File: src/rtl/mem_block_mover_if.sv
// Memory port and control bundle shared by the block mover and its host.
// The mover drives the memory side; the host drives the request side.
interface mem_block_mover_if #(
    parameter int AW = 8,
    parameter int DW = 8
);
    logic          Start;
    logic [AW-1:0] SrcAddr;
    logic [AW-1:0] DstAddr;
    logic [AW-1:0] Len;
    logic [AW-1:0] MemAddr;
    logic          MemWrEn;
    logic [DW-1:0] MemWrData;
    logic [DW-1:0] MemRdData;
    logic          Busy;
    logic          Done;

    modport master (
        input  Start, SrcAddr, DstAddr, Len, MemRdData,
        output MemAddr, MemWrEn, MemWrData, Busy, Done
    );

    modport slave (
        output Start, SrcAddr, DstAddr, Len, MemRdData,
        input  MemAddr, MemWrEn, MemWrData, Busy, Done
    );
endinterface

File: src/rtl/mem_block_mover.sv
// Overlap-safe block copy engine on a single-address memory port.
// One byte per READ/WRITE pair; addresses wrap modulo 2^AW.
module mem_block_mover #(
    parameter int AW = 8,
    parameter int DW = 8
) (
    input  logic          Clk,
    input  logic          Reset,
    mem_block_mover_if.master bus
);
    typedef enum logic [1:0] {
        IDLE  = 2'd0,
        READ  = 2'd1,
        WRITE = 2'd2,
        DONE  = 2'd3
    } state_t;

    localparam logic [AW-1:0] ONE = AW'(1);

    state_t        r_state;
    logic [AW-1:0] r_src;
    logic [AW-1:0] r_dst;
    logic [AW-1:0] r_rem;
    logic [AW-1:0] r_addr;
    logic          r_desc;
    logic          r_wr_en;
    logic          r_busy;
    logic          r_done;
    logic [DW-1:0] r_hold;

    logic [AW-1:0] w_diff;
    logic          w_desc;
    logic [AW-1:0] w_src0;
    logic [AW-1:0] w_dst0;
    logic [AW-1:0] w_src_nx;
    logic [AW-1:0] w_dst_nx;

    // Destination ahead of source within the block: copy from the top down
    assign w_diff   = bus.DstAddr - bus.SrcAddr;
    assign w_desc   = (bus.DstAddr != bus.SrcAddr) && (w_diff < bus.Len);
    assign w_src0   = w_desc ? bus.SrcAddr + bus.Len - ONE : bus.SrcAddr;
    assign w_dst0   = w_desc ? bus.DstAddr + bus.Len - ONE : bus.DstAddr;
    assign w_src_nx = r_desc ? r_src - ONE : r_src + ONE;
    assign w_dst_nx = r_desc ? r_dst - ONE : r_dst + ONE;

    always_ff @(posedge Clk) begin
        if (!Reset) begin
            r_state <= IDLE;
            r_src   <= '0;
            r_dst   <= '0;
            r_rem   <= '0;
            r_addr  <= '0;
            r_desc  <= 1'b0;
            r_wr_en <= 1'b0;
            r_busy  <= 1'b0;
            r_done  <= 1'b0;
            r_hold  <= '0;
        end else begin
            unique case (r_state)
                IDLE: begin
                    if (bus.Start) begin
                        r_busy <= 1'b1;
                        if (bus.Len == '0) begin
                            r_state <= DONE;
                            r_done  <= 1'b1;
                        end else begin
                            r_state <= READ;
                            r_src   <= w_src0;
                            r_dst   <= w_dst0;
                            r_rem   <= bus.Len;
                            r_desc  <= w_desc;
                            r_addr  <= w_src0;
                        end
                    end
                end
                READ: begin
                    r_state <= WRITE;
                    r_hold  <= bus.MemRdData;
                    r_addr  <= r_dst;
                    r_wr_en <= 1'b1;
                end
                WRITE: begin
                    r_src   <= w_src_nx;
                    r_dst   <= w_dst_nx;
                    r_rem   <= r_rem - ONE;
                    r_wr_en <= 1'b0;
                    r_hold  <= '0;
                    if (r_rem == ONE) begin
                        r_state <= DONE;
                        r_addr  <= '0;
                        r_done  <= 1'b1;
                    end else begin
                        r_state <= READ;
                        r_addr  <= w_src_nx;
                    end
                end
                DONE: begin
                    r_state <= IDLE;
                    r_done  <= 1'b0;
                    r_busy  <= 1'b0;
                end
                default: r_state <= IDLE;
            endcase
        end
    end

    assign bus.MemAddr   = r_addr;
    assign bus.MemWrEn   = r_wr_en;
    assign bus.MemWrData = r_hold;
    assign bus.Busy      = r_busy;
    assign bus.Done      = r_done;
endmodule

File: src/flat_wrapper.sv
// flat-port wrapper written by rule: the top's interface ports become plain ports
module mem_block_mover_flat 
#(
    parameter int AW = 8,
    parameter int DW = 8
)
  (Clk, Reset, bus_Start, bus_SrcAddr, bus_DstAddr, bus_Len, bus_MemRdData, bus_MemAddr, bus_MemWrEn, bus_MemWrData, bus_Busy, bus_Done);
  mem_block_mover_if #(.AW(AW), .DW(DW)) bus_i ();
  input  logic Clk;
  input  logic Reset;
  input wire logic [$bits(bus_i.Start)-1:0] bus_Start;
  input wire logic [$bits(bus_i.SrcAddr)-1:0] bus_SrcAddr;
  input wire logic [$bits(bus_i.DstAddr)-1:0] bus_DstAddr;
  input wire logic [$bits(bus_i.Len)-1:0] bus_Len;
  input wire logic [$bits(bus_i.MemRdData)-1:0] bus_MemRdData;
  output wire logic [$bits(bus_i.MemAddr)-1:0] bus_MemAddr;
  output wire logic [$bits(bus_i.MemWrEn)-1:0] bus_MemWrEn;
  output wire logic [$bits(bus_i.MemWrData)-1:0] bus_MemWrData;
  output wire logic [$bits(bus_i.Busy)-1:0] bus_Busy;
  output wire logic [$bits(bus_i.Done)-1:0] bus_Done;
  assign bus_i.Start = bus_Start;
  assign bus_i.SrcAddr = bus_SrcAddr;
  assign bus_i.DstAddr = bus_DstAddr;
  assign bus_i.Len = bus_Len;
  assign bus_i.MemRdData = bus_MemRdData;
  assign bus_MemAddr = bus_i.MemAddr;
  assign bus_MemWrEn = bus_i.MemWrEn;
  assign bus_MemWrData = bus_i.MemWrData;
  assign bus_Busy = bus_i.Busy;
  assign bus_Done = bus_i.Done;
  mem_block_mover #(.AW(AW), .DW(DW)) u_core (.Clk(Clk), .Reset(Reset), .bus(bus_i));
endmodule
File: config.mk
export PLATFORM = sky130hd
export DESIGN_NAME = mem_block_mover_flat
export DESIGN_NICKNAME = d
export VERILOG_FILES = /design/src/rtl/mem_block_mover_if.sv /design/src/rtl/mem_block_mover.sv /design/src/flat_wrapper.sv
export SDC_FILE = /design/constraint.sdc
export NUM_CORES = 1
export LEC_CHECK = 0
export ABC_AREA = 1
export CORE_MARGIN = 5
export CORE_UTILIZATION = 58
export CTS_CLUSTER_SIZE = 30
export DETAILED_ROUTE_END_ITERATION = 12
export PLACE_DENSITY = 0.82
export SLEW_MARGIN = 20
export SYNTH_ARGS = -nofsm -noshare
export SYNTH_HDL_FRONTEND = slang
export SYNTH_SLANG_ARGS = --single-unit
File: constraint.sdc
create_clock -name Clk -period 4.5 [get_ports Clk]
set_input_delay 0.9 -clock Clk [delete_from_list [all_inputs] [get_ports Clk]]
set_output_delay 0.9 -clock Clk [all_outputs]
set_load 0.02 [all_outputs]
==> results of run 1 <==
where the power goes:
group / switching [W] / internal [W]
Sequential: 0.0000904 / 0.000517
Clock: 0.000144 / 0.000105
Combinational: 0.000815 / 0.000491
Total: 0.00105 / 0.00111
routing by layer:
| metal | global-route usage (%) | vias to the layer above |
|---|---|---|
| met3 | 2.665 | 22 |
| met1 | 33.28 | 2188 |
| met4 | 9.034 | 0 |
| met5 | 0 | - |
| met2 | 43.85 | 139 |
| li1 | - | 2437 |
cell type report:
type | count | area share, %
flip-flops and latches | 46 | 17.38
inverters | 142 | 10.11
clock inverters | 2 | 0.1889
multi-input cells | 528 | 58.46
clock buffers | 5 | 1.299
well taps | 102 | 2.409
repair buffers | 54 | 10.16
synthesized netlist by cell type, drive strengths merged (8+ instances only):
cell type	count	area share [%]
a21oi	74	8.2
ha	59	16
xor2	9	1.7
nand3	78	8.8
inv	142	11
nand2	178	15
o21ai	45	4.8
clkbuf	9	0.72
buf	11	1.6
nor2	44	3.9
xnor2	8	1.5
dfxtp	46	20
per-stage QoR:
stage | setup slack (ns) | cell area (um2) | std cells
finish | 0.5052 | 5298 | 879
CTS | 0.5598 | 5298 | 879
detailed placement | 0.2409 | 5219 | 872
floorplan | 1.078 | 4661 | 736
global placement | 0.3116 | 5219 | 872
global route | 0.2434 | 5298 | 879
logic make-up (layout without fill, tap and decap cells):
kind of cell | after synthesis | count (layout) | synth area share (%)
simple gates | 318 | 318 | 30.63
fa+ha+maj | 64 | 64 | 17.99
xor+xnor | 17 | 17 | 3.195
compound gates | 129 | 129 | 14.63
buf+inv | 162 | 203 | 13.80
flops | 46 | 46 | 19.76
final timing paths:
kind	start	end	slack (ns)	cells after the start
hold reg to reg	u_core.bus.MemWrData[6]	u_core.bus.MemWrData[6]	0.47	2
setup / recovery	bus_DstAddr[0]	u_core.bus.MemAddr[4]	0.51	22
setup reg to reg	u_core.r_state[0]	u_core.r_dst[7]	1.70	11
hold / removal	u_core.bus.MemWrData[6]	u_core.bus.MemWrData[6]	0.47	2
registers in the layout, indices dropped and copies added (netlist names), 2 cells and up:
name                  count
u_core.r_state            2
u_core.bus.MemAddr        8
u_core.r_rem              8
u_core.r_dst              8
u_core.r_src              8
u_core.bus.MemWrData      8
critical path: cells and delay by family:
family	cells	cell delay, ns
AO/OA/AOI/OAI	4	0.87
adder cells (fa/ha/maj)	3	0.84
AND/OR/NAND/NOR	8	0.74
buffers and inverters	6	0.71
XOR/XNOR	1	0.14
==> metrics.md, run 1 <==
| Metric | Value |
|---|---|
| Asr flop ratio synth | 0% |
| Routed vias/inst | approximately 5.4 |
| Post_cts resized | 0 |
| Post-synth EDFFs | 0 |
| Clock Sinks | 46 |
| Clk root buf | clkbuf_8 |
| First-pass GRT wire length | ~21 mm |
| Reg area | just over 900 um2 |
| Total gr overflow | 0 |
| Total CTS buffers | 5 |
| CTS tree | built |
| Worst-path maximum fanout | 8 |
| Vias post-DR | 4786 |
| Crit path cell chain | clkdlybuf4s50_1, inv_1, ha_1, inv_1, fa_1, nand2_1, nand2_1, a21oi_1, o21ai_0, xnor2_1, inv_1, ha_1, nand2_1, inv_1, a21oi_1, nand2_2, a21oi_2, nand2_1, nand3_1, nand3_1, nand2_1, inv_1 |
| I/O Buffers | 53 |
| WL/cell | approximately 14 um |
| RSZ-0062 raised after global routing | no |
| Yosys reg bits | between 40 and 50 |
| Antenna Nets Post-Route | 0 |
| Post-DP HPWL | slightly below 10 mm |
| Worst EP arrival | 4.20 ns |
| Mapped Area | approximately 0.0047 mm2 |
| CTS clk-pin slew, worst paths | 0.09 ns |
| Leakage | 2.833 nW |
| Hold_ws | around 0.47 ns |
| Largest net degree at the start of global routing | 37 |
| Share of layout cells above drive strength 1 | roughly 4.8% |
| Setup violations, final | 0 |
| Routability Congestion | ~0.93 |
| Ports | 54 |
| Synth Instances | roughly 740 |
| Commonest non-fill, non-tap cell in the layout | nand2_1 |
| Worst setup SP type | primary input |
| Req. time, crit path | approximately 4.7 ns |
| Final Power | 0.002163 W |
| Final net count | roughly 880 |
| FMAX | ~0.25 GHz |
| Hold Vio Cnt, Final | 0 |
| DRC viols | 0 |
| Slew @ Worst Pin | between 0.8 and 0.9 ns |
| Drt pass-1 iters | 5 |
| Initial DRC Count | roughly 280 |
| YS warnings | 0 |
| CP endpoint kind | register |
| Power Density | 408.3 mW/mm2 |
| Synth cell types | 41 |
| Routed WL | between 10 and 15 mm |
| Fin. max-slew vios | 0 |
| FP Rows | 32 |
| Commonest cells after routing, fill and taps aside | nand2_1, inv_1, nand3_1 |
| Hold crit path type | register to register |
| Die height | about 100 um |
| Worst VDD drop | ~270 uV |
| Metal3 WL | between 600 and 700 um |
| Vias in the first global route | 4662 |
| DR WL met2 | ~5.9 mm |
| Core area | slightly below 0.008 mm2 |
| GRT Resource Usage Total | approximately a quarter |
| DR top layer | met4 |
| Die area | around 0.0099 mm2 |
| Setup TNS | 0 ns |
| Layout Utilization | 68.20% |
| Fin crit period | about 4 ns |
| Slowest-stage cell, CP | clkdlybuf4s50_1 |
| Routed metal-1 wirelength | around 5.7 mm |
| Post-synthesis sequential area ratio | 19.76% |
| Syn_area_per_cell | 6.333 um2 |
| Clock latency on the worst-skew pair | 0.30 ns |
| Final worst path period share | roughly 90% |
| Area occupied by multi-input gates | between 0.003 and 0.004 mm2 |
| Max-cap violations | 0 |
| Die width | around 100 um |
| Antenna cells | 0 |
| Post-CTS Setup Inserts | 0 |
| Max Root-Sink Buffers | 2 |
| Critical path's largest stage delay | 0.41 ns |
| Filler cells | 715 |
| Net Count, Synth | 835 |
| Outcome | finished clean |
| Max_slew headroom | around 44% |
| Area Overhead vs Synth | 13.66% |
| Initial antenna violation count | 0 |
| Hold_buf cts | 0 |
| Final Skew | 0.006342 ns |
| Ys flop type | dfxtp_1 |
| Initial core utilization | between 60% and 70% |
| Crit Path Class | primary input to register |
| H-tree depth | 2 |
Note: power is estimated with default switching activity, not from simulation.
==> run 2, diff against run 1 <==
--- a/config.mk
+++ b/config.mk
@@ -11,6 +11,7 @@
 export CTS_CLUSTER_SIZE = 30
 export DETAILED_ROUTE_END_ITERATION = 12
 export PLACE_DENSITY = 0.82
+export SKIP_LAST_GASP = 1
 export SLEW_MARGIN = 20
 export SYNTH_ARGS = -nofsm -noshare
 export SYNTH_HDL_FRONTEND = slang
==> results of run 2 <==
Final layout, timing and power as in run 1 (identical DEF).
==> run 3, diff against run 2 <==
==> constraint.sdc (replaced) <==
create_clock -name Clk -period 4.29 [get_ports Clk]
set_input_delay 0.858 -clock Clk [delete_from_list [all_inputs] [get_ports Clk]]
set_output_delay 0.858 -clock Clk [all_outputs]
set_load 0.02 [all_outputs]
==> run 3 against run 2 <==
Non-clock buffer count grew 4. Highest routed layer unchanged. Utilization grew 0.53 points. Clock skew grew 0.0029 ns. Register-to-register slack gained 0.05 ns. Largest cell class unchanged. Count of clock-buffer cells in the layout is the same. Via count grew 2.4%. Routed wire length grew 3.7%. Critical path depth shrank 1. Combinational power grew 6%. Largest power group unchanged. Worst setup slack gained 0.023 ns. Total power grew 7.1%.
==> metrics.md, run 3 (same netlist as run 1, synthesis figures left out) <==
| Metric | Value |
|---|---|
| Hold Vio Cnt, Final | 0 (unchanged) |
| Design area | 0.005339 mm2 (was 0.005298 mm2) |
| I/O Buffers | 53 (unchanged) |
| Hold crit path type | register to register (unchanged) |
| Final net count | 880 (was 876) |
| Setup TNS | 0 ns (unchanged) |
| Clock latency on the worst-skew pair | 0.32 ns (was 0.30 ns) |
| Drt pass-1 iters | 5 (unchanged) |
| Worst-path maximum fanout | 19 (was 8) |
| Vias in the first global route | 4705 (was 4662) |
| CTS tree | built (unchanged) |
| Initial core utilization | 60.00% (unchanged) |
| Vias post-DR | 4902 (was 4786) |
| Routability Congestion | 0.9782 (was 0.9343) |
| Post-DP HPWL | 10.08 mm (was 9.802 mm) |
| Area Overhead vs Synth | 14.55% (was 13.66%) |
| Max_slew headroom | 42.56% (was 43.60%) |
| Final worst path period share | ~90% |
| FP Rows | 32 (unchanged) |
| Setup ws final | 0.5277 ns (was 0.5052 ns) |
| GRT Resource Usage Total | 26.61% (was 25.58%) |
| Routed vias/inst | 5.545 (was 5.445) |
| Crit Path Class | primary input to register (unchanged) |
| Filler cells | 711 (was 715) |
| Antenna Nets Post-Route | 0 (unchanged) |
| Slew @ Worst Pin | 0.8607 ns (was 0.8451 ns) |
| Post_cts resized | 0 (unchanged) |
| H-tree depth | 2 (unchanged) |
| Setup violations, final | 0 (unchanged) |
| RSZ-0062 raised after global routing | no (unchanged) |
| Total CTS buffers | 5 (unchanged) |
| CTS clk-pin slew, worst paths | 0.09 ns (about the same) |
| Leakage | 2.852 nW (was 2.833 nW) |
| Die height | 99.64 um (unchanged) |
| Die width | 99.64 um (unchanged) |
| Clk root buf | clkbuf_8 (unchanged) |
| FMAX | between 0.2 and 0.3 GHz |
| DRC viols | 0 (unchanged) |
| Place WS | 0.2363 ns (was 0.2409 ns) |
| Power Density | 434.1 mW/mm2 (was 408.3 mW/mm2) |
| Largest net degree at the start of global routing | 37 (unchanged) |
| WL/cell | 14.69 um (was 14.25 um) |
| Req. time, crit path | 4.52 ns (was 4.71 ns) |
| Clock Sinks | 46 (unchanged) |
| First-pass GRT wire length | 21.56 mm (was 20.98 mm) |
| Final Skew | 0.009269 ns (was 0.006342 ns) |
| CP endpoint kind | register (unchanged) |
| Initial antenna violation count | 0 (unchanged) |
| Hold_ws | 0.4685 ns (was 0.4700 ns) |
| Fin crit period | around 3.8 ns |
| Final Power | 0.002318 W (was 0.002163 W) |
| Post-CTS Setup Inserts | 0 (unchanged) |
| Worst VDD drop | 236.0 uV (was 271.9 uV) |
| Die area | 0.009928 mm2 (unchanged) |
| Antenna cells | 0 (unchanged) |
| Core area | 0.007767 mm2 (unchanged) |
| Ports | 54 (unchanged) |
| Total gr overflow | 0 (unchanged) |
| Max Root-Sink Buffers | 2 (unchanged) |
| Worst setup SP type | primary input (unchanged) |
| Routed WL | 12.99 mm (was 12.53 mm) |
| Initial DRC Count | 230 (was 275) |
| Placed instance area | 0.005249 mm2 (was 0.005219 mm2) |
| Fin. max-slew vios | 0 (unchanged) |
| Commonest cells after routing, fill and taps aside | nand2_1, inv_1, nand3_1 (unchanged) |
| Max-cap violations | 0 (unchanged) |
| Worst EP arrival | 4.00 ns (was 4.20 ns) |
| Commonest non-fill, non-tap cell in the layout | nand2_1 (unchanged) |
| Hold_buf cts | 0 (unchanged) |
| Share of layout cells above drive strength 1 | 5.371% (was 4.762%) |
| Outcome | finished clean (unchanged) |
## run 3: final cells by class
cell class              instances  area, um2  area share (%)
multi-input cells             528       3097           58.00
flip-flops and latches         46      920.9           17.25
repair buffers                 58      568.0           10.64
inverters                     142      535.5           10.03
well taps                     102      127.6           2.390
clock buffers                   5      68.82           1.289
clock inverters                 3      21.27          0.3984
## run 3: report_power, final
| group | leakage (nW) | switching, W | internal (W) | total (W) |
|---|---|---|---|---|
| clock | 0.0441 | 0.000170 | 0.000115 | 0.000285 |
| sequential | 0.381 | 0.0000971 | 0.000542 | 0.000640 |
| combinational | 2.43 | 0.000866 | 0.000527 | 0.00139 |
| total | 2.85 | 0.00113 | 0.00118 | 0.00232 |
## run 3: stage by stage
step,utilization (%),std cells
after floorplan,-,736
after CTS,68.73,884
after global routing,68.73,884
after detailed placement,67.57,876
after global placement,67.57,876
final,68.73,884
## run 3: layer usage
layer / global-route usage (%) / routed length (um) / share of wire (%) / up-vias
met5: 0 / 0 / 0 / -
met4: 9.874 / 378 / 2.9 / 0
met3: 4.488 / 734 / 5.7 / 33
met2: 45.66 / 6154 / 47 / 160
met1: 33.35 / 5722 / 44 / 2273
li1: - / - / - / 2436
## run 3: final timing paths
| path | from | endpoint | slack, ns | depth (start not counted) |
|---|---|---|---|---|
| min reg2reg | u_core.bus.MemWrData[1] | u_core.bus.MemWrData[1] | 0.47 | 2 |
| max reg2reg | u_core.r_state[0] | u_core.r_dst[4] | 1.75 | 11 |
| min | u_core.bus.MemWrData[1] | u_core.bus.MemWrData[1] | 0.47 | 2 |
| max | bus_DstAddr[0] | u_core.r_dst[4] | 0.53 | 21 |
## run 3: worst max-delay path, cell delays in order
cell and delay, ns:
clkdlybuf4s50_1 0.42, inv_1 0.13, ha_1 0.18, inv_1 0.05, fa_1 0.39, nand2_1 0.08, nand2_1 0.05, a21oi_1 0.18
o21ai_0 0.13, xnor2_1 0.14, inv_1 0.05, ha_1 0.27, nand2_1 0.08, inv_1 0.04, a21oi_1 0.17, nand2_2 0.10
inv_4 0.12, nand2_8 0.13, a21oi_2 0.14, o21ai_1 0.10, a21oi_1 0.18
==> patch 1: new RTL, flow settings as in run 1 <==
The 4 states of `state_t` get a one-hot encoding in 4 bits.
--- a/src/rtl/mem_block_mover.sv
+++ b/src/rtl/mem_block_mover.sv
@@ -9,9 +9,9 @@
     mem_block_mover_if.master bus
 );
-    typedef enum logic [1:0] {
-        IDLE  = 2'd0,
-        READ  = 2'd1,
-        WRITE = 2'd2,
-        DONE  = 2'd3
+    typedef enum logic [3:0] {
+        IDLE  = 4'b0001,
+        READ  = 4'b0010,
+        WRITE = 4'b0100,
+        DONE  = 4'b1000
     } state_t;
 
Formal check against the unedited RTL: no difference found for any inputs over 10 cycles, from zero or initial values and one cycle with Reset low; not proved beyond that.
==> patch 1 against run 1 <==
Area after synthesis shrank 7.3%; synthesized cell count shrank 13%; power shrank 0.92%; design area shrank 5.4%; routed wire length shrank 4.1%; worst setup slack gained 31 ps; die area shrank 6.6%; count of clock-buffer cells in the layout grew 1; sequential cell count grew 2.
==> patch 1: results (changes against run 1) <==
Clock Skews 9.637 ps (was 6.342 ps); Post-Place Worst Slack 217.1 ps (was 240.9 ps); post-synthesis mux area share 0% (unchanged); Max IR drop VDD 0.0002402 V (was 0.0002719 V); WP data arrival 4210 ps (was 4200 ps); status finished clean (unchanged); WL/cell 15.24 microns (was 14.25 microns); via count 4342 (was 4786); sequential area share after synthesis 22.24% (was 19.76%); first-pass GRT wire length 19910 microns (was 20980 microns); Post-Layout Cell Count 788 (was 879); postcts setup bufs 0 (unchanged); Post-Synth XOR/XNOR Area 4.256% (was 3.195%); total track usage 27.21% (was 25.58%); share of post-route cells with drive strength above 1 3.774% (was 4.762%); GPL Wtd Cong 0.9149 (was 0.9343); Commonest cells post-synth 127 x nand2_1, 117 x inv_1, 61 x a21oi_1 (was 170 x nand2_1, 136 x inv_1, 74 x nand3_1); number of distinct library cells after synthesis 39 (was 41); Crit Path Max Fanout 12 (was 8); Synth Flop Type dfxtp_1 (unchanged); max incr delay on CP 450 ps (was 410 ps); Worst-Margin Slew 767.8 ps (was 845.1 ps); largest net degree at the start of global routing 31 (was 37); placed insts 781 (was 872); Adder-Cell Fraction of Synth Area 17.95% (was 17.99%)
-- patch 1: cell types whose count changed in the layout (fill, tap and decap cells not counted), moves of 5 or more --
| cell | change |
|---|---|
| nand3_1 | -27 |
| o211ai_1 | +10 |
| a32o_1 | +8 |
| xor2_1 | +8 |
| nand2_1 | -43 |
| ha_1 | -5 |
| inv_1 | -19 |
| o21ai_0 | -9 |
| a21oi_1 | -10 |
-- patch 1: power breakdown --
| part | internal [mW] | total, mW | switching (mW) | leakage, nW |
|---|---|---|---|---|
| Combinational | 0.466 | 1.23 | 0.767 | 2.10 |
| Sequential | 0.537 | 0.639 | 0.102 | 0.394 |
| Clock | 0.123 | 0.271 | 0.148 | 0.0473 |
| Total | 1.13 | 2.14 | 1.02 | 2.54 |
-- patch 1: area by class of cell --
cell class / instances / area, sq um
timing repair buffer: 57 / 560.5
sequential: 48 / 960.9
tap: 99 / 123.9
clock inverter: 1 / 8.758
clock buffer: 6 / 82.58
inverter: 123 / 461.7
multi-input combinational: 454 / 2811
fill: 658 / 2243
-- patch 1: final timing paths --
| path | start | to | slack [ps] | depth (start not counted) |
|---|---|---|---|---|
| setup / recovery | bus_SrcAddr[2] | u_core.bus.MemAddr[1] | 540 | 19 |
| hold / removal | u_core.bus.Busy | u_core.bus.Busy | 470 | 2 |
| setup reg to reg | u_core.r_state[1] | u_core.bus.MemAddr[4] | 2070 | 9 |
| hold reg to reg | u_core.bus.Busy | u_core.bus.Busy | 470 | 2 |
-- patch 1: routing by layer --
layer	vias to the layer above	global-route usage (%)	routed length [microns]
met5	-	0	0
met4	0	7.477	225
met3	22	3.284	716
met2	178	45.77	5618
met1	1953	36.62	5452
li1	2189	-	-
==> patch 2: new RTL, settings of run 1 <==
Without the edit above. `DW` is set to 8 in 3 places; all go to 6.
--- a/src/rtl/mem_block_mover_if.sv
+++ b/src/rtl/mem_block_mover_if.sv
@@ -3,5 +3,5 @@
 interface mem_block_mover_if #(
     parameter int AW = 8,
-    parameter int DW = 8
+    parameter int DW = 6
 );
     logic          Start;
--- a/src/rtl/mem_block_mover.sv
+++ b/src/rtl/mem_block_mover.sv
@@ -3,5 +3,5 @@
 module mem_block_mover #(
     parameter int AW = 8,
-    parameter int DW = 8
+    parameter int DW = 6
 ) (
     input  logic          Clk,
--- a/src/flat_wrapper.sv
+++ b/src/flat_wrapper.sv
@@ -3,5 +3,5 @@
 #(
     parameter int AW = 8,
-    parameter int DW = 8
+    parameter int DW = 6
 )
   (Clk, Reset, bus_Start, bus_SrcAddr, bus_DstAddr, bus_Len, bus_MemRdData, bus_MemAddr, bus_MemWrEn, bus_MemWrData, bus_Busy, bus_Done);
Ports: changed (resized bus_MemRdData and bus_MemWrData); port bits go from 54 to 50. The function was not compared with the original's and may differ.
==> patch 2 against run 1 <==
Routed wire length decreased by 6.3%; design area is 4.9% lower; highest routed layer unchanged; sequential cell count fell by 2; synthesized cell count down 8.3%; area after synthesis is 5.3% lower; via count down 6.5%; largest cell class unchanged; power down 8.8%; worst setup slack worse by 180 ps.
==> patch 2: results (changes against run 1) <==
vias in the first global route 4237 (was 4662); CTS max path bufs 2 (unchanged); top cells by area, synth dfxtp_1 20%, ha_1 17%, nand2_1 13% (was dfxtp_1 20%, ha_1 16%, nand2_1 14%); WL/cell 14.40 microns (was 14.25 microns); routed vias/inst 5.493 (was 5.445); GPL Wtd Cong 0.9000 (was 0.9343); Cell Area, Placed 0.004955 sq mm (was 0.005219 sq mm); Syn Area/Cell 6.536 sq um (was 6.333 sq um); Warnings, synthesis 0 (unchanged); Post-Place Worst Slack 69.16 ps (was 240.9 ps); Fill cells 597 (was 715); startpoint types input pin (unchanged); worst-skew pair later-pin latency 300 ps (about the same); met2 Track Usage GR 40.61% (was 43.85%); ant diodes 0 (unchanged); asr flop ratio synth 0% (unchanged); drt initial violations 284 (was 275); reg2reg setup slack 2130 ps (was 1700 ps); LEAKAGE 2.616 nW (was 2.833 nW); worst r2r dst u_core.r_rem[6] (was u_core.r_dst[7]); Worst Hold Depth 2 (unchanged); Commonest cells post-synth 147 x nand2_1, 116 x inv_1, 71 x a21oi_1 (was 170 x nand2_1, 136 x inv_1, 74 x nand3_1); met3 global-route usage 2.369% (was 2.665%); Min Hold Slack 471.1 ps (was 470.0 ps); number of distinct library cells after synthesis 40 (was 41); WHS Endpoint u_core.bus.MemWrData[3] (was u_core.bus.MemWrData[6]); Clock Skews 8.631 ps (was 6.342 ps); Hold Startpoint u_core.bus.MemWrData[3] (was u_core.bus.MemWrData[6]); share of post-route cells with drive strength above 1 5.447% (was 4.762%); final wirelength 11740 microns (was 12530 microns); Max IR drop VDD 0.0001873 V (was 0.0002719 V); Post-Syn Nets 772 (was 835); first-pass GRT wire length 19750 microns (was 20980 microns); Worst-Margin Slew 979.9 ps (was 845.1 ps); TritonRoute pass-1 iters 6 (was 5); total track usage 24.63% (was 25.58%); status finished clean (unchanged); dpl hpwl 9292 microns (was 9802 microns); met1 Use GR 33.10% (was 33.28%); WP data arrival 4400 ps (was 4200 ps); largest net degree at the start of global routing 37 (unchanged); Nets 813 (was 876); R2R depth 10 (was 11); Crit Path Max Fanout 8 (unchanged); CTS Root Cell clkbuf_8 (unchanged); clock slew at reported path FFs 90 ps (about the same); Synth Flop Type dfxtp_1 (unchanged); PortBufs 49 (was 53); sequential area share after synthesis 19.97% (was 19.76%)
==> patch 2: changes by cell type after synthesis, sizes merged, moves of 3 or more <==
cell / run 1 / this run
nand2: 178 / 156
xor2: 9 / 14
nand3b: 5 / 2
a31oi: 1 / 5
nand4: 5 / 8
nor2: 44 / 38
o211ai: 2 / 11
nand3: 78 / 50
inv: 142 / 119
==> patch 2: metal layers <==
metal	vias up	wire, microns
li1	2270	-
met1	2029	5328
met2	153	5427
met3	25	588
met4	0	393
met5	-	0
==> patch 2: cell type report <==
cell class	instances	area, sq um	area share [%]
well taps	99	123.9	2.460
inverters	121	455.4	9.043
clock inverters	2	12.51	0.2484
repair buffers	54	528.0	10.48
flip-flops and latches	44	880.8	17.49
clock buffers	5	68.82	1.366
multi-input cells	490	2967	58.91
==> patch 2: power breakdown <==
part | leakage, nW | total, mW | internal, mW | switching, mW
Sequential | 0.364 | 0.561 | 0.482 | 0.0788
Combinational | 2.21 | 1.16 | 0.445 | 0.713
Clock | 0.0400 | 0.252 | 0.106 | 0.147
Total | 2.62 | 1.97 | 1.03 | 0.939
==> patch 2: worst max-delay path: stages <==
cell,delay [ps]
clkdlybuf4s50_1,430
inv_1,100
ha_1,150
inv_1,60
fa_1,410
a221oi_1,440
o21ai_0,180
xnor2_1,150
inv_1,60
ha_1,270
nand2_1,80
inv_1,50
a21oi_1,160
nand2_2,90
a21oi_2,360
buf_4,200
nand2_2,50
nand3_1,80
nand2_1,80
a21oi_1,120
==> patch 2: metrics by stage <==
| stage | power [mW] | utilization, % |
|---|---|---|
| 4_1_cts | 1.959 | 68.70 |
| 2_1_floorplan | 1.400 | - |
| 6_report | 1.972 | 68.70 |
| 5_1_grt | 2.145 | 68.70 |
| 3_5_place_dp | 1.709 | 67.59 |
| 3_3_place_gp | 1.675 | 67.59 |
==> patch 2: worst max path at each step <==
stage,cells after the start,slack (ps),start,end
2_1_floorplan,20,1030,bus_DstAddr[0],u_core.bus.MemAddr[3]
3_3_place_gp,20,210,bus_DstAddr[0],u_core.bus.MemAddr[6]
3_5_place_dp,20,70,bus_DstAddr[0],u_core.bus.MemAddr[4]
4_1_cts,20,380,bus_DstAddr[0],u_core.bus.MemAddr[4]
5_1_grt,20,70,bus_DstAddr[0],u_core.bus.MemAddr[6]
6_report,20,330,bus_DstAddr[0],u_core.bus.MemAddr[4]
==> patch 2: cells by family (layout without fill, tap and decap cells) <==
logic type	after synthesis	in the layout	synth area share [%]
and+or+nand+nor	260	260	25.81
AOI/OAI and AO/OA	142	142	17.67
buffers and inverters	141	182	12.79
adders and majority gates	64	64	19.00
DFF	44	44	19.97
xor gates and xnor gates	24	24	4.765
